`src/rtl/sqrt_pkg.sv`:
```
// sqrt_pkg
//   Shared constants, FSM state encodings and the result record used by the
//   sqrt result collector, its interface and its output FIFO.
package sqrt_pkg;

    localparam int WD_W       = 6;              // one serial result word
    localparam int NWORDS     = 6;              // words per result, MSB word first
    localparam int ROOT_W     = 32;             // assembled root width
    localparam int SR_W       = NWORDS * WD_W;  // full frame width (36)
    localparam int HIST_W     = SR_W - WD_W;    // bits kept between words (30)
    localparam int FIFO_DEPTH = 2;              // output FIFO entries (power of 2)
    localparam int TMO_CYCLES = 16;             // max idle cycles inside a frame

    localparam logic [0:0] IDLE    = 1'b0;
    localparam logic [0:0] COLLECT = 1'b1;

    typedef struct packed {
        logic              range_err;
        logic [ROOT_W-1:0] root;
    } sqrt_result_t;

endpackage

```
`src/rtl/sqrt_result_collect_if.sv`:
```
// sqrt_result_collect_if
//   Bundles the serial word stream from the sqrt core, the root valid/ready
//   handshake towards the next stage and the error/status outputs.
//   slave  : collector side (consumes words, produces roots and status)
//   master : environment side (produces words, consumes roots and status)
interface sqrt_result_collect_if;
    import sqrt_pkg::*;

    logic              sqrt_en;
    logic [WD_W-1:0]   sqrt_t_wd;
    logic [WD_W-1:0]   sqrt_st;
    logic [ROOT_W-1:0] root_o;
    logic              range_err_o;
    logic              root_vld_o;
    logic              root_rdy_i;
    logic              frame_err_o;
    logic              tmo_err_o;
    logic              ovf_o;
    logic [7:0]        drop_cnt_o;

    modport slave (
        input  sqrt_en, sqrt_t_wd, sqrt_st, root_rdy_i,
        output root_o, range_err_o, root_vld_o,
        output frame_err_o, tmo_err_o, ovf_o, drop_cnt_o
    );

    modport master (
        output sqrt_en, sqrt_t_wd, sqrt_st, root_rdy_i,
        input  root_o, range_err_o, root_vld_o,
        input  frame_err_o, tmo_err_o, ovf_o, drop_cnt_o
    );

endinterface

```
`src/rtl/sqrt_res_fifo.sv`:
```
// sqrt_res_fifo
//   Small synchronous show-ahead FIFO of assembled results.
//   Ports:
//     clk, rst   clock, asynchronous active-high reset
//     push       write push_data (ignored when full unless popping same cycle)
//     push_data  result to store
//     rdy        consumer ready; head is popped when !empty & rdy
//     head       oldest entry, straight from storage flops
//     empty      no entries (head invalid)
//     full       DEPTH entries held
module sqrt_res_fifo
    import sqrt_pkg::*;
#(
    parameter int DEPTH = FIFO_DEPTH
) (
    input  logic         clk,
    input  logic         rst,
    input  logic         push,
    input  sqrt_result_t push_data,
    input  logic         rdy,
    output sqrt_result_t head,
    output logic         empty,
    output logic         full
);

    localparam int PW = $clog2(DEPTH);

    sqrt_result_t  mem [DEPTH];
    logic [PW-1:0] wr_ptr;
    logic [PW-1:0] rd_ptr;
    logic [PW:0]   count;
    logic          pop;
    logic          wr_en;

    assign empty = (count == '0);
    assign full  = (count == (PW+1)'(DEPTH));
    assign pop   = !empty && rdy;
    // A pop frees the slot in the same cycle, so a push into a full FIFO is
    // accepted when the head is leaving.
    assign wr_en = push && (!full || pop);
    assign head  = mem[rd_ptr];

    always_ff @(posedge clk or posedge rst) begin
        if (rst) begin
            wr_ptr <= '0;
            rd_ptr <= '0;
            count  <= '0;
            for (int i = 0; i < DEPTH; i++) begin
                mem[i] <= '0;
            end
        end else begin
            if (wr_en) begin
                mem[wr_ptr] <= push_data;
                wr_ptr      <= wr_ptr + PW'(1);
            end
            if (pop) begin
                rd_ptr <= rd_ptr + PW'(1);
            end
            case ({wr_en, pop})
                2'b10:   count <= count + (PW+1)'(1);
                2'b01:   count <= count - (PW+1)'(1);
                default: count <= count;
            endcase
        end
    end

endmodule

```
`src/rtl/sqrt_result_collect.sv`:
```
// sqrt_result_collect
//   Collects NWORDS serial result words from the sqrt core into a root,
//   checks word framing and inter-word timeout, flags roots whose discarded
//   upper bits were nonzero, and queues results for a valid/ready consumer.
//   Ports:
//     clk, rst   clock, asynchronous active-high reset
//     bus        sqrt_result_collect_if.slave: word stream in, root handshake
//                out, 1-cycle error pulses and saturating drop counter out
module sqrt_result_collect
    import sqrt_pkg::*;
#(
    parameter int DEPTH   = FIFO_DEPTH,
    parameter int TIMEOUT = TMO_CYCLES
) (
    input logic                  clk,
    input logic                  rst,
    sqrt_result_collect_if.slave bus
);

    localparam int TMO_W = $clog2(TIMEOUT);

    logic [0:0]        state, state_nxt;
    logic [HIST_W-1:0] sr, sr_nxt;
    logic [WD_W-1:0]   widx, widx_nxt;
    logic [TMO_W-1:0]  tmo, tmo_nxt;
    logic [SR_W-1:0]   sr_shift;
    logic [HIST_W-1:0] sr_load;
    logic              frame_err_now;
    logic              tmo_err_now;
    logic              ovf_now;
    logic              push;
    logic              pop;
    logic              fifo_empty;
    logic              fifo_full;
    logic              frame_err_q;
    logic              tmo_err_q;
    logic              ovf_q;
    logic [7:0]        drop_cnt;
    sqrt_result_t      push_data;
    sqrt_result_t      head;

    // Only HIST_W bits of history are kept; the final word completes the
    // full SR_W-bit frame combinationally, so the push needs no extra cycle.
    assign sr_shift  = {sr, bus.sqrt_t_wd};
    assign sr_load   = {{(HIST_W-WD_W){1'b0}}, bus.sqrt_t_wd};
    assign push_data = {|sr_shift[SR_W-1:ROOT_W], sr_shift[ROOT_W-1:0]};

    always_comb begin
        state_nxt     = state;
        sr_nxt        = sr;
        widx_nxt      = widx;
        tmo_nxt       = tmo;
        frame_err_now = 1'b0;
        tmo_err_now   = 1'b0;
        push          = 1'b0;
        case (state)
            IDLE: begin
                if (bus.sqrt_en) begin
                    if (bus.sqrt_st == '0) begin
                        sr_nxt    = sr_load;
                        widx_nxt  = WD_W'(1);
                        tmo_nxt   = '0;
                        state_nxt = COLLECT;
                    end else begin
                        frame_err_now = 1'b1;
                    end
                end
            end
            COLLECT: begin
                if (bus.sqrt_en) begin
                    tmo_nxt = '0;
                    // widx is never 0 here, so an index-0 word is a restart.
                    if (bus.sqrt_st == widx) begin
                        sr_nxt = sr_shift[HIST_W-1:0];
                        if (widx == WD_W'(NWORDS-1)) begin
                            push      = 1'b1;
                            widx_nxt  = '0;
                            state_nxt = IDLE;
                        end else begin
                            widx_nxt = widx + WD_W'(1);
                        end
                    end else if (bus.sqrt_st == '0) begin
                        frame_err_now = 1'b1;
                        sr_nxt        = sr_load;
                        widx_nxt      = WD_W'(1);
                    end else begin
                        frame_err_now = 1'b1;
                        widx_nxt      = '0;
                        state_nxt     = IDLE;
                    end
                end else if (tmo == TMO_W'(TIMEOUT-1)) begin
                    tmo_err_now = 1'b1;
                    tmo_nxt     = '0;
                    widx_nxt    = '0;
                    state_nxt   = IDLE;
                end else begin
                    tmo_nxt = tmo + TMO_W'(1);
                end
            end
            default: state_nxt = IDLE;
        endcase
    end

    assign pop     = !fifo_empty && bus.root_rdy_i;
    assign ovf_now = push && fifo_full && !pop;

    always_ff @(posedge clk or posedge rst) begin
        if (rst) begin
            state       <= IDLE;
            sr          <= '0;
            widx        <= '0;
            tmo         <= '0;
            frame_err_q <= 1'b0;
            tmo_err_q   <= 1'b0;
            ovf_q       <= 1'b0;
            drop_cnt    <= '0;
        end else begin
            state       <= state_nxt;
            sr          <= sr_nxt;
            widx        <= widx_nxt;
            tmo         <= tmo_nxt;
            frame_err_q <= frame_err_now;
            tmo_err_q   <= tmo_err_now;
            ovf_q       <= ovf_now;
            // Several drop causes in one cycle still count as one drop.
            if ((frame_err_now || tmo_err_now || ovf_now) && (drop_cnt != 8'hFF)) begin
                drop_cnt <= drop_cnt + 8'd1;
            end
        end
    end

    sqrt_res_fifo #(
        .DEPTH(DEPTH)
    ) u_fifo (
        .clk      (clk),
        .rst      (rst),
        .push     (push),
        .push_data(push_data),
        .rdy      (bus.root_rdy_i),
        .head     (head),
        .empty    (fifo_empty),
        .full     (fifo_full)
    );

    assign bus.root_o      = head.root;
    assign bus.range_err_o = head.range_err;
    assign bus.root_vld_o  = !fifo_empty;
    assign bus.frame_err_o = frame_err_q;
    assign bus.tmo_err_o   = tmo_err_q;
    assign bus.ovf_o       = ovf_q;
    assign bus.drop_cnt_o  = drop_cnt;

endmodule

```
`src/flat_wrapper.sv`:
```
// flat-port wrapper written by rule: the top's interface ports become plain ports
module sqrt_result_collect_flat import sqrt_pkg::*;
#(
    parameter int DEPTH   = FIFO_DEPTH,
    parameter int TIMEOUT = TMO_CYCLES
)
  (clk, rst, bus_sqrt_en, bus_sqrt_t_wd, bus_sqrt_st, bus_root_rdy_i, bus_root_o, bus_range_err_o, bus_root_vld_o, bus_frame_err_o, bus_tmo_err_o, bus_ovf_o, bus_drop_cnt_o);
  sqrt_result_collect_if bus_i ();
  input logic clk;
  input logic rst;
  input wire logic [$bits(bus_i.sqrt_en)-1:0] bus_sqrt_en;
  input wire logic [$bits(bus_i.sqrt_t_wd)-1:0] bus_sqrt_t_wd;
  input wire logic [$bits(bus_i.sqrt_st)-1:0] bus_sqrt_st;
  input wire logic [$bits(bus_i.root_rdy_i)-1:0] bus_root_rdy_i;
  output wire logic [$bits(bus_i.root_o)-1:0] bus_root_o;
  output wire logic [$bits(bus_i.range_err_o)-1:0] bus_range_err_o;
  output wire logic [$bits(bus_i.root_vld_o)-1:0] bus_root_vld_o;
  output wire logic [$bits(bus_i.frame_err_o)-1:0] bus_frame_err_o;
  output wire logic [$bits(bus_i.tmo_err_o)-1:0] bus_tmo_err_o;
  output wire logic [$bits(bus_i.ovf_o)-1:0] bus_ovf_o;
  output wire logic [$bits(bus_i.drop_cnt_o)-1:0] bus_drop_cnt_o;
  assign bus_i.sqrt_en = bus_sqrt_en;
  assign bus_i.sqrt_t_wd = bus_sqrt_t_wd;
  assign bus_i.sqrt_st = bus_sqrt_st;
  assign bus_i.root_rdy_i = bus_root_rdy_i;
  assign bus_root_o = bus_i.root_o;
  assign bus_range_err_o = bus_i.range_err_o;
  assign bus_root_vld_o = bus_i.root_vld_o;
  assign bus_frame_err_o = bus_i.frame_err_o;
  assign bus_tmo_err_o = bus_i.tmo_err_o;
  assign bus_ovf_o = bus_i.ovf_o;
  assign bus_drop_cnt_o = bus_i.drop_cnt_o;
  sqrt_result_collect #(.DEPTH(DEPTH), .TIMEOUT(TIMEOUT)) u_core (.clk(clk), .rst(rst), .bus(bus_i));
endmodule
```
`config.mk`:
```
export PLATFORM = sky130hd
export DESIGN_NAME = sqrt_result_collect_flat
export DESIGN_NICKNAME = d
export VERILOG_FILES = /design/src/rtl/sqrt_pkg.sv /design/src/rtl/sqrt_result_collect_if.sv /design/src/rtl/sqrt_res_fifo.sv /design/src/rtl/sqrt_result_collect.sv /design/src/flat_wrapper.sv
export SDC_FILE = /design/constraint.sdc
export NUM_CORES = 1
export LEC_CHECK = 0
export CAP_MARGIN = 0
export CORE_ASPECT_RATIO = 1.5
export CORE_MARGIN = 2
export CORE_UTILIZATION = 50
export CTS_BUF_LIST = sky130_fd_sc_hd__clkbuf_2
export CTS_CLUSTER_SIZE = 8
export DETAILED_ROUTE_END_ITERATION = 8
export PLACE_DENSITY = 0.79
export SLEW_MARGIN = 20
export SYNTH_ARGS = -nofsm -noshare
export SYNTH_HDL_FRONTEND = slang
export SYNTH_SLANG_ARGS = --single-unit
```
`constraint.sdc`:
```
create_clock -name clk -period 3.8 [get_ports clk]
set_input_delay 0.57 -clock clk [delete_from_list [all_inputs] [get_ports clk]]
set_output_delay 0.57 -clock clk [all_outputs]
set_load 0.05 [all_outputs]
```
---- Yosys cells after proc, flatten, opt, wreduce, memory -nomap -nowiden ----
Cells that the tools add are included.
cells by class
  $add $sub $neg .......................... 7
  order comparisons ....................... 3
  equal/unequal tests ..................... 11
  multiplexer cells ....................... 44
  bitwise gates (word level) .............. 3
  reduce and logical (&&, ||, !) cells .... 19
operators with widths
  kind                                            number
  2-to-1 mux 33 bit                               4
  2-to-1 mux 30 bit                               4
  bitwise mux 66 bit                              1
  case mux 30 bit (2 select lines)                1
  2-to-1 mux 6 bit                                6
  demux 33 bit (select 1 bit)                     1
  2-to-1 mux 1 bit                                18
  2-to-1 mux 4 bit                                4
  case mux 6 bit (2 select lines)                 1
  adder 8 x 1 -> 8 bit (second input constant)    1
  inequality test 8 bit (second input constant)   1
  case mux 4 bit (2 select lines)                 1
  adder 6 x 1 -> 6 bit (second input constant)    1
  == test 6 x 3 -> 1 bit (second input constant)  1
  == test 6 bit                                   1
  logical AND 1 bit                               6
  logical NOT 6 bit                               1
  adder 4 x 1 -> 4 bit (second input constant)    1
  == test 2 bit (second input constant)           2
  == test 4 bit (second input constant)           1
  >= comparator 2 bit (second input constant)     2
  inequality test 2 bit (second input constant)   2
  inverter 1 -> 2 bit                             2
  case mux 1 bit (2 select lines)                 2
  other kinds (16)                                22
word-level totals
  register bits ........................... 122
  input port bits ......................... 16
  output and inout bits ................... 45
  word-level logic and storage cells ...... 102

---- Logic depth before layout (Yosys ltp) ----
  word-level depth ........................ 9
  gate-level depth with buffers ........... 10
  gate-level depth less buffers ........... 9

---- Cells and area by module ----
From an unflattened synthesis, not the netlist that was laid out.
second synthesis, totals
  cell total of the unflattened synthesis .. 447
  area total of the unflattened synthesis .. 5510.3 sq um
by module, submodules not included
  module               times used  cells an instance  area each (sq um)  sequential area each (sq um)
  sqrt_res_fifo        1           195                3075.4             1751.7
  sqrt_result_collect  1           252                2434.8             1301.2

---- Worst setup path after synthesis ----
OpenSTA, ideal clock, no wires.
  kind .................................... input to register
  start ................................... input port bus_sqrt_st[1]
  end ..................................... register u_core.u_fifo.mem[33] (netlist bit)
  library setup time ...................... 128 ps
  arrival ................................. 2046 ps
  required time ........................... 3672 ps
  setup slack ............................. 1627 ps
  stages .................................. 7
  path buffers ............................ 1
  cell sequence ........................... xnor2_1 -> nand4_1 -> nor3_4 -> nand3_2 -> nor2_4 -> buf_4 -> mux2_1
on the way
  longest elaborated chain between the ends .. 5
RTL lines
  item                           line                       text
  start, declared                flat_wrapper.sv:13         input wire logic [$bits(bus_i.sqrt_st)-1:0] bus_sqrt_st;
  == test 6 bit                  sqrt_result_collect.sv:73  if (bus.sqrt_st == widx) begin
  2-to-1 mux 1 bit               sqrt_result_collect.sv:73
  2-to-1 mux 1 bit               sqrt_result_collect.sv:70  if (bus.sqrt_en) begin
  2-to-1 mux 1 bit               sqrt_result_collect.sv:56  case (state)
  logical AND 1 bit              sqrt_res_fifo.sv:40        assign wr_en = push && (!full || pop);
  end signal, assigned by index  sqrt_res_fifo.sv:53        mem[wr_ptr] <= push_data;
  end, declared                  sqrt_res_fifo.sv:28        sqrt_result_t mem [DEPTH];
Every way passes these cells.
A chain may end at the register's enable or synchronous reset.

---- Worst setup path in the final report ----
  start ................................... register u_core.u_fifo.rd_ptr
  end ..................................... output port bus_root_o[2]
on the way
  longest elaborated chain between the ends .. 4
RTL lines
  item                                                   line                 text
  start, declared                                        sqrt_res_fifo.sv:30  logic [PW-1:0] rd_ptr;
  start signal, assigned                                 sqrt_res_fifo.sv:57  rd_ptr <= rd_ptr + PW'(1);
  inverter 1 -> 2 bit (implied by the code)              sqrt_res_fifo.sv:41  assign head = mem[rd_ptr];
  2-to-1 mux 33 bit (implied by the code) (3 in series)  sqrt_res_fifo.sv:41
  end, declared                                          flat_wrapper.sv:15   output wire logic [$bits(bus_i.root_o)-1:0] bus_root_o;
Every way passes these cells. The select of a mux whose other input is x is not followed.

==> flow_summary_export.csv <==
group,metric,value,unit
pwr,leakage,0.003052,uW
die,io_pins,61,
global_routing,grt_pass1_wl,18060,um
drt,vias_per_cell,5.539,
clock_network,cts_buffers,17,
synthesis,syn_area_per_cell,13.57,um2
die,dieArea,0.01161,mm2
worst_setup_path,r2r-end,"u_core.u_fifo.mem[47]$_DFFE_PP0P_",
die,design.core.area,0.01053,mm2
clock_network,clk_pin_slew_worst_paths,0.16,ns
drt,route.antenna.remaining_nets,0,
timing,fin_skew,0.03081,ns
layout,design_area,0.006356,mm2
die,die_y,131.0,um
pwr,p_per_area,384.5,mW/mm2
layout,layout-drive-gt1-share,25.84,%
clock_network,ctsHoldBuffers,0,
die,row_count,46,
worst_setup_path,critPathSlowestCell,"clkdlybuf4s50_1",
die,initial_utilization,51.03,%
worst_setup_path,r2r_cells,7,
placement,dp_hpwl,7512,um
drt,drc,0,
global_routing,grt_max_degree,45,
status,status,"completed",
worst_setup_path,cp.required,3.23,ns
drt,drtIter0Drc,219,
clock_network,cts_tree,"done",
drt,avgRoutedWirePerCell,17.36,um
timing,worst_slew_pin_slew,0.8850,ns
drt,routed_wl,10780,um
worst_setup_path,crit_type,"register to output pin",
timing,fmax,0.2989,GHz
synthesis,yosysSeqAreaShare,56.80,%
timing,rsz0062_at_grt,"no",
synthesis,yosys_warnings,0,
global_routing,antenna_found_initial,1,
clock_network,htree_levels,4,
timing,timing_hold_violations_final,0,
clock_network,clkLatencyLatePin,0.64,ns
worst_setup_path,crit_chain,"buf_4, mux2_2, clkdlybuf4s50_1",
synthesis,synth_area_leaders,"dfrtp_1 (57%), mux2_2 (16%), mux2_1 (6.7%)",
placement,dpl_cell_area,0.006166,mm2
synthesis,syn_inst,396,
global_routing,grt_pass1_vias,3709,
global_routing,track_usage,20.51,%
placement,routabilityCongestion,0.8271,
clock_network,cts_max_path_buffers,2,
synthesis,yosysTopAreaCell,"dfrtp_1",
placement,port_buffers,60,
worst_setup_path,r2r_slack,1.20,ns
clock_network,cts_sinks,122,
timing,period_share,88.03,%
synthesis,synth_nets,417,
pwr,total_power,2444,uW
synthesis,synth_cell_types,43,
flow_run,max-cap-violations,0,
clock_network,post_cts_resized,0,
drt,first_pass_iters,4,
synthesis,async_reset_ff_share,100.0,%
clock_network,postCtsSetupRepairBufs,0,
worst_setup_path,slowest_delay,0.71,ns
clock_network,root_buffer,"clkbuf_2",
timing,layout_min_cycle_time,3.345,ns
timing,slew_headroom,40.88,%
worst_setup_path,worst-path-max-fanout,27,
synthesis,yosys.area.top_type_share,56.80,%
synthesis,synth_edf_count,0,
worst_setup_path,cp-start-kind,"register",
layout,final_cell_mix,"dfrtp_1 (122), mux2_2 (75), clkdlybuf4s50_1 (60)",
timing,drv_slew,0,
synthesis,synthFlopType,"dfrtp_1",
worst_hold_path,holdCritPathClass,"input pin to async pin",
global_routing,overflow,0,
layout,final_nets,484,
die,die_w,88.66,um
worst_setup_path,cp.arrival,2.78,ns
pwr,ir_worst_vdd,0.4431,mV
timing,setup_viol,0,
worst_setup_path,critPathCaptureType,"output pin",
timing,tns,0,ns
layout,syn_to_final_growth,18.25,%
drt,via_count,3440,
synthesis,synth_seq_cells,122,
synthesis,syn-cell-area,0.005375,mm2
layout,mostFrequentLayoutCell,"dfrtp_1",
worst_setup_path,r2r-start,"u_core.widx[3]$_DFFE_PP0P_",
## layer usage
metal / share of wire [%] / up-vias / global-route usage (%)
li1: - / 1583 / -
met1: 40 / 1763 / 25.12
met2: 55 / 77 / 34.33
met3: 3.2 / 17 / 5.339
met4: 1.9 / 0 / 8.289
met5: 0 / - / 0
## critical path, delay by kind of cell, from the launching register on
kind | cells | cell delay [ns]
DFF | 1 | 0.59
buffers and inverters | 2 | 1.14
muxes | 1 | 0.40
## cell type report
| class | count | area (um2) |
|---|---|---|
| clock inverters | 10 | 77.57 |
| multi-input cells | 250 | 2216 |
| clock buffers | 22 | 110.1 |
| repair buffers | 68 | 698.2 |
| inverters | 4 | 18.77 |
| fillers | 845 | 4177 |
| well taps | 144 | 180.2 |
| diodes | 1 | 2.502 |
| flip-flops and latches | 122 | 3053 |
## stage by stage
step | util, % | hold WS [ns] | std cells | setup slack, ns
2_1_floorplan | - | 0.4476 | 396 | 1.627
3_3_place_gp | 58.54 | 0.4631 | 588 | 0.7733
3_5_place_dp | 58.54 | 0.4744 | 588 | 0.6408
4_1_cts | 60.32 | 0.3794 | 620 | 0.3503
5_1_grt | 60.35 | 0.4254 | 621 | 0.2683
6_report | 60.35 | 0.4385 | 621 | 0.4548
## flip-flops by register name, indices dropped and copies added, names as in the netlist
register / cells
u_core.bus.drop_cnt_o: 8
u_core.bus.frame_err_o: 1
u_core.bus.ovf_o: 1
u_core.bus.tmo_err_o: 1
u_core.sr: 30
u_core.state: 1
u_core.tmo: 4
u_core.u_fifo.count: 2
u_core.u_fifo.mem: 66
u_core.u_fifo.rd_ptr: 1
u_core.u_fifo.wr_ptr: 1
u_core.widx: 6
## where the power goes
part | internal (uW) | switching (uW)
registers | 1350 | 64.4
logic | 133 | 218
clock network | 238 | 443
total | 1720 | 725
## synthesized netlist by cell type, types with 2 or more instances
| cell type | instances |
|---|---|
| nor3_1 | 4 |
| nand3_1 | 6 |
| nand3b_1 | 2 |
| clkbuf_1 | 8 |
| or2_2 | 2 |
| mux2_2 | 75 |
| ha_1 | 5 |
| a22o_1 | 24 |
| and3_1 | 5 |
| dfrtp_1 | 122 |
| o21ai_0 | 13 |
| xnor2_1 | 14 |
| mux2_1 | 32 |
| buf_2 | 7 |
| o31ai_1 | 2 |
| a21oi_1 | 5 |
| nand2b_1 | 3 |
| buf_1 | 2 |
| buf_4 | 3 |
| nand2_1 | 13 |
| inv_1 | 4 |
| xor2_1 | 4 |
| and2_1 | 3 |
| nor2_1 | 10 |
| nor4_1 | 2 |
| a41oi_1 | 2 |
| nor2b_1 | 2 |
| nand4_1 | 5 |
| a31oi_1 | 3 |
## kinds of logic after synthesis
kind of cell / after synthesis / synth area share [%]
DFF: 122 / 56.80
muxes: 109 / 23.02
and+or+nand+nor: 65 / 6.937
AOI/OAI and AO/OA: 53 / 7.100
buffers and inverters: 24 / 2.048
xor gates and xnor gates: 18 / 2.933
adders and majority gates: 5 / 1.164
## worst max-delay path by stage
stage / start / end / slack (ns)
after detailed placement: bus_sqrt_st[3] / u_core.u_fifo.mem[47]$_DFFE_PP0P_ / 0.64
after floorplan: bus_sqrt_st[1] / u_core.u_fifo.mem[33]$_DFFE_PP0P_ / 1.63
after global placement: bus_sqrt_en / u_core.u_fifo.mem[55]$_DFFE_PP0P_ / 0.77
after CTS: u_core.u_fifo.rd_ptr$_DFFE_PP0P_ / bus_root_o[12] / 0.35
after global routing: u_core.u_fifo.rd_ptr$_DFFE_PP0P_ / bus_root_o[14] / 0.27
final: u_core.u_fifo.rd_ptr$_DFFE_PP0P_ / bus_root_o[2] / 0.45
No activity file was read; power rests on OpenSTA's default activity.
